<file path="src/rtl/morra_cinese.sv">
// Rock-paper-scissors match controller: scores rounds, tracks wins, reports match result.
// Optional repeat-winning-move lock is enabled by defining MORRA_MOVE_LOCK_EN.
module morra_cinese (
  input  logic       clk,
  input  logic       rst_n,
  input  logic [1:0] PRIMO,
  input  logic [1:0] SECONDO,
  input  logic       INIZIO,
  output logic [1:0] MANCHE,
  output logic [1:0] PARTITA
);

  typedef enum logic {IDLE, PLAY} state_t;

  state_t     state, state_n;
  logic [4:0] max_q, max_n;
  logic [4:0] played_q, played_n;
  logic [4:0] w1_q, w1_n;
  logic [4:0] w2_q, w2_n;
  logic [1:0] manche_n, partita_n;

  logic       rep, bad, draw, p1win, p2win;
  logic [4:0] w1_v, w2_v, pl_v;
  logic       lead1, lead2, gap2;

  assign draw  = (PRIMO == SECONDO);
  assign p1win = ((PRIMO == 2'b01) & (SECONDO == 2'b11))
               | ((PRIMO == 2'b11) & (SECONDO == 2'b10))
               | ((PRIMO == 2'b10) & (SECONDO == 2'b01));
  assign p2win = ~p1win & ~draw;
  assign bad   = (PRIMO == 2'b00) | (SECONDO == 2'b00) | rep;

  // Candidate counts if this round turns out valid
  assign pl_v  = played_q + 5'd1;
  assign w1_v  = w1_q + 5'(p1win);
  assign w2_v  = w2_q + 5'(p2win);
  assign lead1 = (w1_v > w2_v);
  assign lead2 = (w2_v > w1_v);
  assign gap2  = lead1 ? ((w1_v - w2_v) >= 5'd2)
                       : ((w2_v - w1_v) >= 5'd2);

`ifdef MORRA_MOVE_LOCK_EN
  logic [1:0] lk1_q, lk1_n;
  logic [1:0] lk2_q, lk2_n;

  // A 00 lock never matches a legal move, so it acts as "unlocked"
  assign rep = (PRIMO == lk1_q) | (SECONDO == lk2_q);

  always_comb begin
    lk1_n = lk1_q;
    lk2_n = lk2_q;
    if (INIZIO) begin
      lk1_n = 2'b00;
      lk2_n = 2'b00;
    end else if (state == PLAY && !bad) begin
      lk1_n = p1win ? PRIMO : 2'b00;
      lk2_n = p2win ? SECONDO : 2'b00;
    end
  end

  always_ff @(posedge clk or negedge rst_n) begin
    if (!rst_n) begin
      lk1_q <= 2'b00;
      lk2_q <= 2'b00;
    end else begin
      lk1_q <= lk1_n;
      lk2_q <= lk2_n;
    end
  end
`else
  assign rep = 1'b0;
`endif

  always_comb begin
    state_n   = state;
    max_n     = max_q;
    played_n  = played_q;
    w1_n      = w1_q;
    w2_n      = w2_q;
    manche_n  = 2'b00;
    partita_n = 2'b00;
    if (INIZIO) begin
      max_n    = {1'b0, PRIMO, SECONDO} + 5'd4;
      played_n = 5'd0;
      w1_n     = 5'd0;
      w2_n     = 5'd0;
      state_n  = PLAY;
    end else begin
      unique case (state)
        IDLE: ;
        PLAY: begin
          if (!bad) begin
            played_n = pl_v;
            w1_n     = w1_v;
            w2_n     = w2_v;
            if (draw)       manche_n = 2'b11;
            else if (p1win) manche_n = 2'b01;
            else            manche_n = 2'b10;
            if (pl_v >= 5'd4 && gap2)
              partita_n = lead1 ? 2'b01 : 2'b10;
            else if (pl_v == max_q)
              partita_n = lead1 ? 2'b01 : (lead2 ? 2'b10 : 2'b11);
            if (partita_n != 2'b00)
              state_n = IDLE;
          end
        end
        default: ;
      endcase
    end
  end

  always_ff @(posedge clk or negedge rst_n) begin
    if (!rst_n) begin
      state    <= IDLE;
      max_q    <= 5'd0;
      played_q <= 5'd0;
      w1_q     <= 5'd0;
      w2_q     <= 5'd0;
      MANCHE   <= 2'b00;
      PARTITA  <= 2'b00;
    end else begin
      state    <= state_n;
      max_q    <= max_n;
      played_q <= played_n;
      w1_q     <= w1_n;
      w2_q     <= w2_n;
      MANCHE   <= manche_n;
      PARTITA  <= partita_n;
    end
  end

endmodule

</file>
<file path="config.mk">
export PLATFORM = sky130hd
export DESIGN_NAME = morra_cinese
export DESIGN_NICKNAME = d
export VERILOG_FILES = /design/src/rtl/morra_cinese.sv
export SDC_FILE = /design/constraint.sdc
export NUM_CORES = 1
export LEC_CHECK = 0
export CAP_MARGIN = 20
export CELL_PAD_IN_SITES_DETAIL_PLACEMENT = 1
export CELL_PAD_IN_SITES_GLOBAL_PLACEMENT = 2
export CORE_ASPECT_RATIO = 1.75
export CORE_UTILIZATION = 40
export DETAILED_ROUTE_END_ITERATION = 10
export GPL_TIMING_DRIVEN = 0
export PLACE_DENSITY_LB_ADDON = 0.1
export SETUP_SLACK_MARGIN = 0.4
export SYNTH_ARGS = -nofsm -noshare
export SYNTH_HDL_FRONTEND = slang
export SYNTH_SLANG_ARGS = --single-unit
</file>
<file path="constraint.sdc">
create_clock -name clk -period 4 [get_ports clk]
set_input_delay 0.6 -clock clk [delete_from_list [all_inputs] [get_ports clk]]
set_output_delay 0.6 -clock clk [all_outputs]
set_load 0.01 [all_outputs]
</file>
==> results of run 1 <==
-- flip-flops by register name (all words and copies together) (netlist names) --
name	cells
max_q	5
played_q	5
w1_q	5
w2_q	5
MANCHE	2
PARTITA	2
state	1
-- worst paths after layout --
kind                               start          end  slack [ps]
worst max register to register   w1_q[0]        state        1270
min in group asynchronous          rst_n        state         610
worst min register to register   w1_q[0]      w1_q[0]         540
max in group asynchronous          rst_n  played_q[0]        2940
worst min-delay path             w1_q[0]      w1_q[0]         540
worst max-delay path            PRIMO[1]        state         530
-- power breakdown --
group | leakage (uW) | internal, uW | switching, uW
Clock | 0.0000217 | 70.8 | 83.9
Combinational | 0.000674 | 129 | 154
Sequential | 0.000330 | 269 | 17.9
Total | 0.00103 | 469 | 256
-- cell type report --
cell class / instances / area share [%]
clock inverters: 1 / 0.304
well taps: 51 / 2.58
repair buffers: 21 / 8.05
clock buffers: 3 / 1.67
inverters: 16 / 2.53
plain buffers: 7 / 1.47
flip-flops and latches: 25 / 25.3
multi-input cells: 157 / 58.1
-- cell usage in the layout (no fill, tap or decap), types with 2 or more instances in the layout --
cell type / n
dfrtp_1: 25
nand2_1: 19
a21oi_1: 15
ha_1: 14
inv_1: 11
nor2_1: 10
buf_4: 10
or3_1: 8
xnor2_1: 7
xor2_1: 6
mux2_2: 6
o21ai_1: 6
clkdlybuf4s50_1: 6
clkbuf_1: 5
ha_4: 5
inv_2: 4
nand3_1: 4
a21oi_2: 4
clkbuf_8: 4
xnor2_4: 3
xnor2_2: 2
nand3_4: 2
o21ai_2: 2
nand2b_1: 2
nor3_1: 2
nor3b_1: 2
o21ai_0: 2
o211ai_1: 2
o2111ai_1: 2
o311ai_4: 2
o21a_1: 2
fa_1: 2
-- worst register-to-register path, stage by stage, from the launching register on --
cell and delay [ps]:
dfrtp_1 390, ha_1 250, nand3_1 160, xor2_1 230
ha_1 280, clkbuf_8 150, buf_4 140, nor2_1 110
nor2_1 80, o22ai_2 170, a21oi_2 70, or3_1 390
a41o_1 180
-- logic make-up (layout without fill, tap and decap cells) --
family	count (synthesis)	after routing	share of synthesized area [%]
flops	25	25	33.2
fa+ha+maj	22	22	15.4
simple gates	58	58	15.4
buf+inv	23	48	4.58
mux	7	7	4.18
compound gates	52	52	18.1
xor+xnor	18	18	9.16
-- synthesized netlist by cell type, types with 6 or more instances --
master    instances  area [um^2]
dfrtp_1          25          626
ha_1             20          250
a21oi_1          19         95.1
nand2_1          19         71.3
inv_1            15         56.3
nor2_1           10         37.5
xnor2_1          10         87.6
or3_1             9         56.3
o21ai_1           7         35.0
clkbuf_1          6         22.5
mux2_2            6         67.6
nand3_1           6         30.0
xor2_1            6         52.6
-- metal layers --
metal	global-route usage, %	vias to the layer above	part of all wire (%)
met5	0	-	0
li1	-	779	-
met2	48.8	9	63
met1	22.9	808	36
met4	9.65	0	1.2
met3	1.15	5	0.62
-- what timing repair did --
action	4_1_cts	5_1_grt
setup buffers	5	5
pin swaps	9	12
setup endpoints to repair	3	3
gates cloned	0	0
gates resized for setup	39	23
-- stage by stage --
step	setup TNS (ps)	std cells	cell area, um^2	power (uW)	hold WS (ps)
global placement	-1830	266	2050	499	519
detailed placement	-2190	267	2080	514	525
CTS	0	276	2300	686	542
floorplan	0	205	1890	440	304
finish	0	281	2470	725	537
global route	0	281	2470	767	559
==> results.py, run 1 <==
metrics = {
    "die": {
        "die_h_um": 92.8,
        "die_w_um": 53.9,
        "rows": 32,
        "core_mm2": 0.00448,
        "dieArea_mm2": 0.00500,
        "io_pins": 11,
        "initial_utilization_pct": 42.0,
    },
    "sta": {
        "hold_viol": 0,
        "fin_skew_ps": 7.48,
        "fmax_ghz": 0.288,
        "tightestPinTransition_ps": 1210,
        "setup_viol": 0,
        "rsz0062_at_grt": "false",
        "maxSlewViolCount": 0,
        "fin_crit_ps": 3470,
        "setup_ws_ps": 532,
        "timing.final.crit_share_pct": 86.7,
        "slew_headroom_pct": 18.4,
    },
    "detailed_routing": {
        "ant_nets": 0,
        "vias": 1601,
        "wirelength_um": 5520,
        "drc": 0,
        "first_pass_iters": 4,
        "wire_per_inst_um": 19.6,
        "drt-initial-drc-count": 37,
        "vias_per_cell": 5.70,
    },
    "worst_hold_path": {
        "min_path_type": "reg2reg",
        "holdPathStages": 2,
    },
    "finish": {
        "layout.nets": 260,
        "seq_area_um2": 626,
        "diodes": 0,
        "fin_util_pct": 55.1,
        "multi_input_area_mm2": 0.00144,
        "fillers": 509,
        "drive_gt1_share_pct": 26.1,
        "area_growth_pct": 31.1,
    },
    "yosys": {
        "synth_cell_type_count": 47,
        "syn-cell-area_mm2": 0.00189,
        "synth_ff_type": "dfrtp_1",
        "yosysSeqAreaShare_pct": 33.2,
        "synth_fp_nets": 234,
        "syn_inst": 205,
        "synth_edf_count": 0,
        "syn_avg_cell_area_um2": 9.20,
        "async_flop_share_pct": 100,
        "yosys_register_bits": 25,
        "ys.warnings.count": 0,
    },
    "clock_tree": {
        "cts_sinks": 25,
        "path_clk_slew_ps": 90,
        "cts_root_buf": "clkbuf_8",
        "clk_latency_ps": 280,
        "numCtsBuffers": 3,
        "ctsHoldBuffers": 0,
        "h-tree-depth": 1,
        "cts_tree": "built",
        "cts_buffer_depth": 2,
    },
    "grt": {
        "grt_pass1_wl_um": 8540,
        "gr-usage-all-layers_pct": 24.2,
        "grt_pass1_vias": 1772,
        "overflow": 0,
        "grt_max_degree": 21,
        "antenna_found_initial": 0,
    },
    "setup_path": {
        "arrival_ps": 3640,
        "cp_top_family": "simple AND/OR/NAND/NOR gates",
        "path_max_fanout": 4,
        "cp-start-kind": "input port",
        "path_class": "in2reg",
        "crit_cells": 19,
        "cp-end-kind": "register",
        "path_cells": "buf_4, inv_2, ha_1, mux2_1, nand2_1, o21ai_2, a21oi_2, ha_4, nand3_4, xnor2_2, ha_1, clkbuf_8, buf_4, nor2_1, nor2_1, o22ai_2, a21oi_2, or3_1, a41o_1",
        "slowest_delay_ps": 390,
        "critPathRequiredTime_ps": 4180,
        "r2r_cells": 12,
        "critPathSlowestCell": "or3_1",
        "cp_num_buf_inv": 4,
    },
    "outcome": {
        "status": "complete, no violations",
    },
    "placed_design": {
        "post-place-ws_ps": -824,
        "portBuffers": 10,
        "hpwlAfterDp_um": 4090,
        "gp_congestion": 0.754,
    },
    "power_and_ir_drop": {
        "power.leakage_uw": 0.00103,
        "pwr_density_cell_mw_per_mm2": 293,
        "max-vdd-ir-drop_v": 0.000269,
    },
    "job": {
        "cap_violations": 0,
    },
}
No activity file was read; power rests on OpenSTA's default activity.
==> run 2: changes to the inputs <==
--- a/config.mk
+++ b/config.mk
@@ -5,7 +5,7 @@
 export SDC_FILE = /design/constraint.sdc
 export NUM_CORES = 1
 export LEC_CHECK = 0
-export CAP_MARGIN = 20
+export CAP_MARGIN = 10
 export CELL_PAD_IN_SITES_DETAIL_PLACEMENT = 1
 export CELL_PAD_IN_SITES_GLOBAL_PLACEMENT = 2
 export CORE_ASPECT_RATIO = 1.75
==> constraint.sdc (replaced) <==
create_clock -name clk -period 4.3 [get_ports clk]
set_input_delay 0.645 -clock clk [delete_from_list [all_inputs] [get_ports clk]]
set_output_delay 0.645 -clock clk [all_outputs]
set_load 0.01 [all_outputs]
==> run 2 against run 1 <==
Die area unchanged; non-clock buffer count down 6; routed wire length down 4.0%; power down 9.4%; critical endpoint unchanged; hold slack improved by 4.6 ps; highest routed layer unchanged; combinational power shrank 12%; critical path depth shrank 4; final area decreased by 4.4%; sequential cell count unchanged; sequential share of layout area rose by 1.2 points.
==> results.py, run 2 (same netlist as run 1, synthesis figures left out) <==
metrics = {
    "outcome": {
        "status": "complete, no violations",
    },
    "clock_tree": {
        "cts_sinks": 25,
        "numCtsBuffers": 3,
        "cts_root_buf": "clkbuf_8",
        "cts_buffer_depth": 2,
        "cts_tree": "built",
        "path_clk_slew_ps": 80,
        "clk_latency_ps": 270,
        "h-tree-depth": 1,
    },
    "setup_path": {
        "crit_cells": 15,
        "path_cells": "clkdlybuf4s15_2, inv_1, ha_1, mux2_1, nand2_1, o21ai_2, ha_1, ha_2, inv_1, ha_1, inv_1, or3_2, a211oi_1, o21ai_1, a41o_1",
        "path_max_fanout": 4,
        "critPathSlowestCell": "or3_2",
        "path_class": "in2reg",
        "cp-start-kind": "input port",
        "r2r_cells": 9,
        "critPathRequiredTime_ps": 4460,
        "slowest_delay_ps": 540,
        "arrival_ps": 3990,
        "cp_top_family": "adder cells",
        "cp_num_buf_inv": 4,
        "cp-end-kind": "register",
    },
    "detailed_routing": {
        "wirelength_um": 5290,
        "vias": 1575,
        "drc": 0,
        "wire_per_inst_um": 19.2,
        "first_pass_iters": 2,
        "drt-initial-drc-count": 24,
        "vias_per_cell": 5.73,
        "ant_nets": 0,
    },
    "finish": {
        "area_growth_pct": 25.4,
        "final_cell_mix": "dfrtp_1 (25), nand2_1 (19), a21oi_1 (16), ha_1 (15), inv_1 (13)",
        "fin_cells": 275,
        "fillers": 508,
        "layout_commonest_cell": "dfrtp_1",
        "drive_gt1_share_pct": 20.1,
        "diodes": 0,
        "layout.nets": 254,
    },
    "sta": {
        "slew_headroom_pct": 19.9,
        "maxSlewViolCount": 0,
        "fin_skew_ps": 8.87,
        "fmax_ghz": 0.261,
        "hold_viol": 0,
        "whs_ps": 542,
        "setup_viol": 0,
        "tightestPinTransition_ps": 1190,
        "rsz0062_at_grt": "false",
        "timing.final.crit_share_pct": 89.0,
        "setup_ws_ps": 472,
        "fin_crit_ps": 3830,
    },
    "grt": {
        "overflow": 0,
        "antenna_found_initial": 0,
        "grt_max_degree": 26,
        "grt_pass1_wl_um": 8110,
        "gr-usage-all-layers_pct": 22.7,
        "grt_pass1_vias": 1701,
    },
    "placed_design": {
        "hpwlAfterDp_um": 4000,
        "portBuffers": 10,
        "post-place-ws_ps": -716,
        "gp_congestion": 0.750,
        "dp_cells": 266,
    },
    "die": {
        "initial_utilization_pct": 42.0,
        "io_pins": 11,
        "dieArea_mm2": 0.00500,
        "die_w_um": 53.9,
        "die_h_um": 92.8,
        "core_mm2": 0.00448,
        "rows": 32,
    },
    "job": {
        "cap_violations": 0,
    },
    "worst_hold_path": {
        "holdPathStages": 2,
        "min_path_type": "reg2reg",
    },
    "power_and_ir_drop": {
        "power.leakage_uw": 0.000989,
        "pwr_density_cell_mw_per_mm2": 278,
        "max-vdd-ir-drop_v": 0.000242,
        "total_power_uw": 656,
    },
}
==> run 2: worst paths after layout <==
path	startpoint	end	slack, ps
max	PRIMO[1]	state	470
min	w1_q[0]	w1_q[0]	540
max reg2reg	w1_q[0]	state	1450
min reg2reg	w1_q[0]	w1_q[0]	540
max in group asynchronous	rst_n	w1_q[3]	3150
min in group asynchronous	rst_n	max_q[4]	700
==> run 2: final cells by class <==
type / count / area [um^2] / area share [%]
Buffer: 7 / 30.0 / 1.27
Clock buffer: 4 / 45.0 / 1.90
Inverter: 16 / 60.1 / 2.54
Multi-Input combinational cell: 157 / 1390 / 58.7
Sequential cell: 25 / 626 / 26.5
Tap cell: 51 / 63.8 / 2.70
Timing Repair Buffer: 15 / 153 / 6.46
==> run 2: per-stage QoR <==
step	area [um^2]	utilization (%)	TNS, ps
finish	2360	52.7	0
global route	2360	52.7	0
CTS	2180	48.6	0
detailed placement	2050	45.7	-1760
global placement	2050	45.7	-1140
floorplan	1890	-	0
==> run 2: per-layer routing <==
metal / up-vias / global-route usage [%] / wire length [um]
li1: 767 / - / -
met1: 798 / 24.2 / 1920
met2: 6 / 44.8 / 3270
met3: 4 / 1.48 / 31
met4: 0 / 4.61 / 70
met5: - / 0 / 0
==> run 2: worst reg2reg max path, delay by kind of cell (launching register included) <==
kind	cells	cell delay, ps
AOI/OAI and AO/OA	3	700
buffers and inverters	2	170
and+or+nand+nor	1	540
adders and majority gates	3	960
DFF	1	390
==> run 2: what timing repair did <==
action / 4_1_cts / 5_1_grt
pin swaps: 3 / 7
setup endpoints to repair: 3 / 3
hold buffers: 0 / 0
resized for setup: 23 / 21
setup buffers: 0 / 4
==> run 2: report_power, final <==
| group | switching, uW | total (uW) | leakage, uW | internal (uW) |
|---|---|---|---|---|
| Sequential | 16.1 | 266 | 0.000330 | 250 |
| Combinational | 134 | 249 | 0.000637 | 114 |
| Clock | 75.3 | 142 | 0.0000228 | 66.2 |
